## src/rtl/uart_tx_arbiter.sv

```systemverilog
// Round-robin arbiter sharing one UART TX FIFO write port between NUM_REQ byte streams.
// A grant is held for a whole message (until last) or until MAX_BURST bytes have been written.
module uart_tx_arbiter #(
  parameter int NUM_REQ    = 4,
  parameter int DATA_WIDTH = 8,
  parameter int MAX_BURST  = 16
) (
  input  logic                          UART_clk,
  input  logic                          rst_n,
  input  logic [NUM_REQ-1:0]            req_valid_i,
  input  logic [NUM_REQ*DATA_WIDTH-1:0] req_data_i,
  input  logic [NUM_REQ-1:0]            req_last_i,
  output logic [NUM_REQ-1:0]            req_ready_o,
  input  logic                          arb_enable_i,
  input  logic                          fifo_full_i,
  output logic                          fifo_wr_en_o,
  output logic [DATA_WIDTH-1:0]         fifo_data_o,
  output logic                          tx_enable_o,
  output logic                          grant_valid_o,
  output logic [$clog2(NUM_REQ)-1:0]    grant_id_o,
  output logic                          msg_done_o,
  output logic                          burst_trunc_o
);

  localparam int ID_W  = $clog2(NUM_REQ);
  localparam int CNT_W = $clog2(MAX_BURST);

  localparam logic [0:0] ST_IDLE  = 1'b0;
  localparam logic [0:0] ST_GRANT = 1'b1;

  logic [0:0]            state_q, state_d;
  logic [ID_W-1:0]       grant_id_q, grant_id_d;
  logic [ID_W-1:0]       rr_ptr_q, rr_ptr_d;
  logic [CNT_W-1:0]      beat_cnt_q, beat_cnt_d;
  logic                  msg_done_q, msg_done_d;
  logic                  burst_trunc_q, burst_trunc_d;

  logic                  win_found_s;
  logic [ID_W-1:0]       win_id_s;
  logic [ID_W-1:0]       idx_s;
  logic                  granted_s;
  logic                  beat_s;
  logic                  last_s;
  logic                  release_s;
  logic [NUM_REQ-1:0]    ready_s;
  logic [DATA_WIDTH-1:0] data_s;

  // Round-robin search: first valid requester at or above rr_ptr, wrapping.
  always_comb begin
    win_found_s = 1'b0;
    win_id_s    = {ID_W{1'b0}};
    idx_s       = {ID_W{1'b0}};
    for (int k = 0; k < NUM_REQ; k++) begin
      idx_s = ID_W'((int'(rr_ptr_q) + k) % NUM_REQ);
      if (!win_found_s && req_valid_i[idx_s]) begin
        win_found_s = 1'b1;
        win_id_s    = idx_s;
      end else begin
        win_found_s = win_found_s;
      end
    end
  end

  // Write-port steering towards the granted requester, gated by fifo_full.
  always_comb begin
    granted_s = (state_q == ST_GRANT);
    ready_s   = {NUM_REQ{1'b0}};
    data_s    = {DATA_WIDTH{1'b0}};
    last_s    = 1'b0;
    for (int i = 0; i < NUM_REQ; i++) begin
      if (ID_W'(i) == grant_id_q) begin
        ready_s[i] = granted_s && !fifo_full_i;
        data_s     = req_data_i[i*DATA_WIDTH +: DATA_WIDTH];
        last_s     = req_last_i[i];
      end else begin
        ready_s[i] = 1'b0;
      end
    end
    beat_s    = |(ready_s & req_valid_i);
    release_s = beat_s && (last_s || (beat_cnt_q == CNT_W'(MAX_BURST - 1)));
  end

  // Next-state logic; rr_ptr only moves on release so idle time never shifts priority.
  always_comb begin
    state_d       = state_q;
    grant_id_d    = grant_id_q;
    rr_ptr_d      = rr_ptr_q;
    beat_cnt_d    = beat_cnt_q;
    msg_done_d    = release_s;
    burst_trunc_d = release_s && !last_s;
    case (state_q)
      ST_IDLE: begin
        if (arb_enable_i && win_found_s) begin
          state_d    = ST_GRANT;
          grant_id_d = win_id_s;
          beat_cnt_d = {CNT_W{1'b0}};
        end else begin
          state_d    = ST_IDLE;
        end
      end
      ST_GRANT: begin
        if (release_s) begin
          state_d  = ST_IDLE;
          rr_ptr_d = (grant_id_q == ID_W'(NUM_REQ - 1)) ? {ID_W{1'b0}} : grant_id_q + ID_W'(1);
        end else if (beat_s) begin
          beat_cnt_d = beat_cnt_q + CNT_W'(1);
        end else begin
          state_d = ST_GRANT;
        end
      end
      default: begin
        state_d = ST_IDLE;
      end
    endcase
  end

  // State and registered status outputs.
  always_ff @(posedge UART_clk or negedge rst_n) begin
    if (!rst_n) begin
      state_q       <= ST_IDLE;
      grant_id_q    <= {ID_W{1'b0}};
      rr_ptr_q      <= {ID_W{1'b0}};
      beat_cnt_q    <= {CNT_W{1'b0}};
      msg_done_q    <= 1'b0;
      burst_trunc_q <= 1'b0;
    end else begin
      state_q       <= state_d;
      grant_id_q    <= grant_id_d;
      rr_ptr_q      <= rr_ptr_d;
      beat_cnt_q    <= beat_cnt_d;
      msg_done_q    <= msg_done_d;
      burst_trunc_q <= burst_trunc_d;
    end
  end

  assign req_ready_o   = ready_s;
  assign fifo_wr_en_o  = beat_s;
  assign fifo_data_o   = data_s;
  assign tx_enable_o   = rst_n;
  assign grant_valid_o = (state_q == ST_GRANT);
  assign grant_id_o    = grant_id_q;
  assign msg_done_o    = msg_done_q;
  assign burst_trunc_o = burst_trunc_q;

endmodule

```

## config.mk

```make
export PLATFORM = sky130hd
export DESIGN_NAME = uart_tx_arbiter
export DESIGN_NICKNAME = d
export VERILOG_FILES = /design/src/rtl/uart_tx_arbiter.sv
export SDC_FILE = /design/constraint.sdc
export NUM_CORES = 1
export LEC_CHECK = 0
export ABC_AREA = 0
export BUFFER_PORTS_ARGS = -buffer_cell sky130_fd_sc_hd__buf_2
export CAP_MARGIN = 15
export CORE_MARGIN = 2
export CORE_UTILIZATION = 40
export DETAILED_ROUTE_END_ITERATION = 7
export PLACE_DENSITY_LB_ADDON = 0.12
export SETUP_SLACK_MARGIN = 0.4
export SLEW_MARGIN = 30
export SYNTH_ARGS = -nofsm -noshare
export SYNTH_HDL_FRONTEND = slang
export SYNTH_SLANG_ARGS = --single-unit
```

## constraint.sdc

```tcl
create_clock -name UART_clk -period 3.3 [get_ports UART_clk]
set_clock_uncertainty 0.05 [all_clocks]
set_input_delay 0.33 -clock UART_clk [delete_from_list [all_inputs] [get_ports UART_clk]]
set_output_delay 0.33 -clock UART_clk [all_outputs]
set_load 0.03 [all_outputs]
```

==> metrics.md <==
| Metric | Value |
|---|---|
| Global Route Usage Sum | `0.205` |
| Final Cycle Share | `0.749` |
| Fin nets | `237` |
| Synth Instances | `128` |
| Synth warnings | `0` |
| PwrDens | `roughly 960 nW/um^2` |
| Final setup viols | `0` |
| Wire length per cell | `13.5 um` |
| P&R area growth vs syn | `34.2%` |
| Synth top area cells | `dfrtp_1, a21oi_1, nand2_1, o21ai_0, ha_1` |
| Mean Syn Cell Area | `7.81 sq um` |
| Worst-path fanout max | `19` |
| Pre-antenna DRT Iters | `4` |
| Fill cell count | `252` |
| # Max-Cap Violations | `0` |
| HP Class | `in -> reg` |
| Worst setup EP type | `output port` |
| EDFF count, synth | `0` |
| Hold_buf cts | `1` |
| Status | `finished, final reports clean` |
| Tmin final | `2.47 ns` |
| Cell taking the most area after synthesis | `dfrtp_1` |
| Clk root buf | `clkbuf_4` |
| Wirelength, routed | `2940 um` |
| Netlist cell types | `35` |
| Crit path DAT | `approximately 2.1 ns` |
| Buffers on Ports | `62` |
| Count of pins over their slew limit | `0` |
| Sink Count | `11` |
| Post-CTS Resized | `0` |
| Register bit total from synthesis | `11` |
| Reg2Reg Depth | `7` |
| Die X | `54.0 um` |
| Skew-Pair Late Insertion Delay | `around 0.27 ns` |
| Total vias in the final route | `1126` |
| Max Freq | `0.405 GHz` |
| Setup crit start kind | `flop` |
| Commonest non-fill, non-tap cell in the layout | `buf_2` |
| Die Span Y | `between 50 and 60 um` |
| Core Area | `around 2400 sq um` |
| Mapped Area | `1000 sq um` |
| Number of global-route vias before repair | `949` |
| Synth top area share | `0.275` |
| Postcts setup bufs | `0` |
| Largest net degree at the start of global routing | `23` |
| Core Rows | `18` |
| CTS tree | `yes` |
| First DRT Iteration DRCs | `15` |
| Rel. slew slack | `0.528` |
| Hold Path Stages | `4` |
| Drt drc | `0` |
| Finished Layout Cells | `217` |
| Worst path required time | `around 2.9 ns` |
| RSZ-0062 raised after global routing | `false` |
| Hold Vio Cnt, Final | `0` |
| Syn_nets | `about 180` |
| Initial antenna violation count | `0` |
| ANT nets after route | `0` |
| CTS H-tree lvls | `1` |
| Worst-Margin Slew | `0.708 ns` |
| Seq/Total Area, Yosys | `0.275` |
| First-pass GRT wire length | `between 4000 and 5000 um` |
| Commonest register cell after synthesis | `dfrtp_1` |
| Clock buffer depth | `2` |
| TritonCTS buffer count | `3` |
| Starting density of the core | `0.411` |
| Total power draw | `1.29 mW` |
| Inst Count DP | `~210` |
| Layout cells sized above 1 | `0.380` |
| P_leak | `0.689 nW` |
| Via density | `around 5.2` |
| Kind of critical path | `reg -> out` |
| Total Die Area | `2910 sq um` |
| GP Congestion | `0.746` |
| Most frequent cells in the layout | `buf_2, nand2_1, a21oi_1` |
| Total inserted antenna cells | `0` |
| Worst vdd ir | `~0.00066 V` |
| Grt ovf | `0` |
| Share of synthesized registers carrying an async set or reset | `1.00` |
| Post-Route Setup TNS | `0 ns` |
| Ports | `63` |
| Post-DP HPWL | `roughly 2300 um` |
| Clk slew on worst S/H paths | `0.07 ns` |
routing by layer:
| layer | track usage | wire (um) |
|---|---|---|
| met4 | 0.0583 | 34 |
| met1 | 0.240 | 1260 |
| met2 | 0.372 | 1360 |
| met3 | 0.0472 | 283 |
| met5 | 0 | 0 |
final cells by class:
type,instances,area [sq um],share of cell area
multi-input combinational,103,658,0.491
inverter,6,22.5,0.0168
clock inverter,1,5.00,0.00373
clock buffer,3,22.5,0.0168
tap,30,37.5,0.0280
sequential,11,275,0.205
timing repair buffer,63,320,0.239
cell families after synthesis:
family                     count (synthesis)  synth area share
muxes                                      3            0.0325
AOI/OAI and AO/OA                         44             0.289
DFF                                       11             0.275
and+or+nand+nor                           51             0.274
buffers and inverters                     14            0.0663
adders and majority gates                  5            0.0626
state kept, by name, summed over array words and instances (netlist names):
| register | flops |
|---|---|
| beat_cnt_q | 4 |
| burst_trunc_o | 1 |
| grant_id_o | 2 |
| grant_valid_o | 1 |
| msg_done_o | 1 |
| rr_ptr_q | 2 |
where the power goes:
| group | total, mW | internal [mW] | switching, mW |
|---|---|---|---|
| combinational | 0.936 | 0.332 | 0.605 |
| sequential | 0.257 | 0.191 | 0.0657 |
| clock | 0.0915 | 0.0449 | 0.0466 |
| total | 1.29 | 0.568 | 0.717 |
through the flow:
step | cell area, sq um | utilization | hold slack, ns | setup slack [ns]
5_1_grt | 1340 | 0.551 | 0.377 | 0.598
2_1_floorplan | 1000 | - | -0.0156 | 0.733
3_3_place_gp | 1300 | 0.536 | 0.161 | 0.917
6_report | 1340 | 0.551 | 0.379 | 0.828
3_5_place_dp | 1300 | 0.536 | 0.166 | 0.832
4_1_cts | 1340 | 0.551 | 0.369 | 0.806
synth_stat cells (2+ instances only):
master and number:
dfrtp_1 11, nand2_1 18, and2_1 4, buf_2 2, nor2b_1 2, clkbuf_1 3
mux2_1 2, a21o_1 3, ha_1 5, a21oi_1 15, nand3b_1 8, o21ai_0 13
inv_1 6, nor2_1 9, a22oi_1 4, nand3_1 4
final timing paths:
kind,start,to,slack (ns)
max in group asynchronous,rst_n,beat_cnt_q[1],2.59
hold / removal,req_valid_i[0],grant_id_o[0],0.38
hold reg to reg,beat_cnt_q[3],beat_cnt_q[3],0.50
setup / recovery,grant_id_o[1],fifo_data_o[7],0.83
min in group asynchronous,rst_n,beat_cnt_q[0],0.40
setup reg to reg,grant_id_o[1],beat_cnt_q[2],0.83
critical path, cell delays in order, from the launching register on:
cell and delay [ns]:
dfrtp_1 0.41, inv_1 0.11, ha_1 0.51, nor2b_1 0.13, a22oi_1 0.17, nor2_1 0.06, a21oi_1 0.14, o21ai_0 0.08
buf_2 0.21
Power figures use the tool's default switching activity.
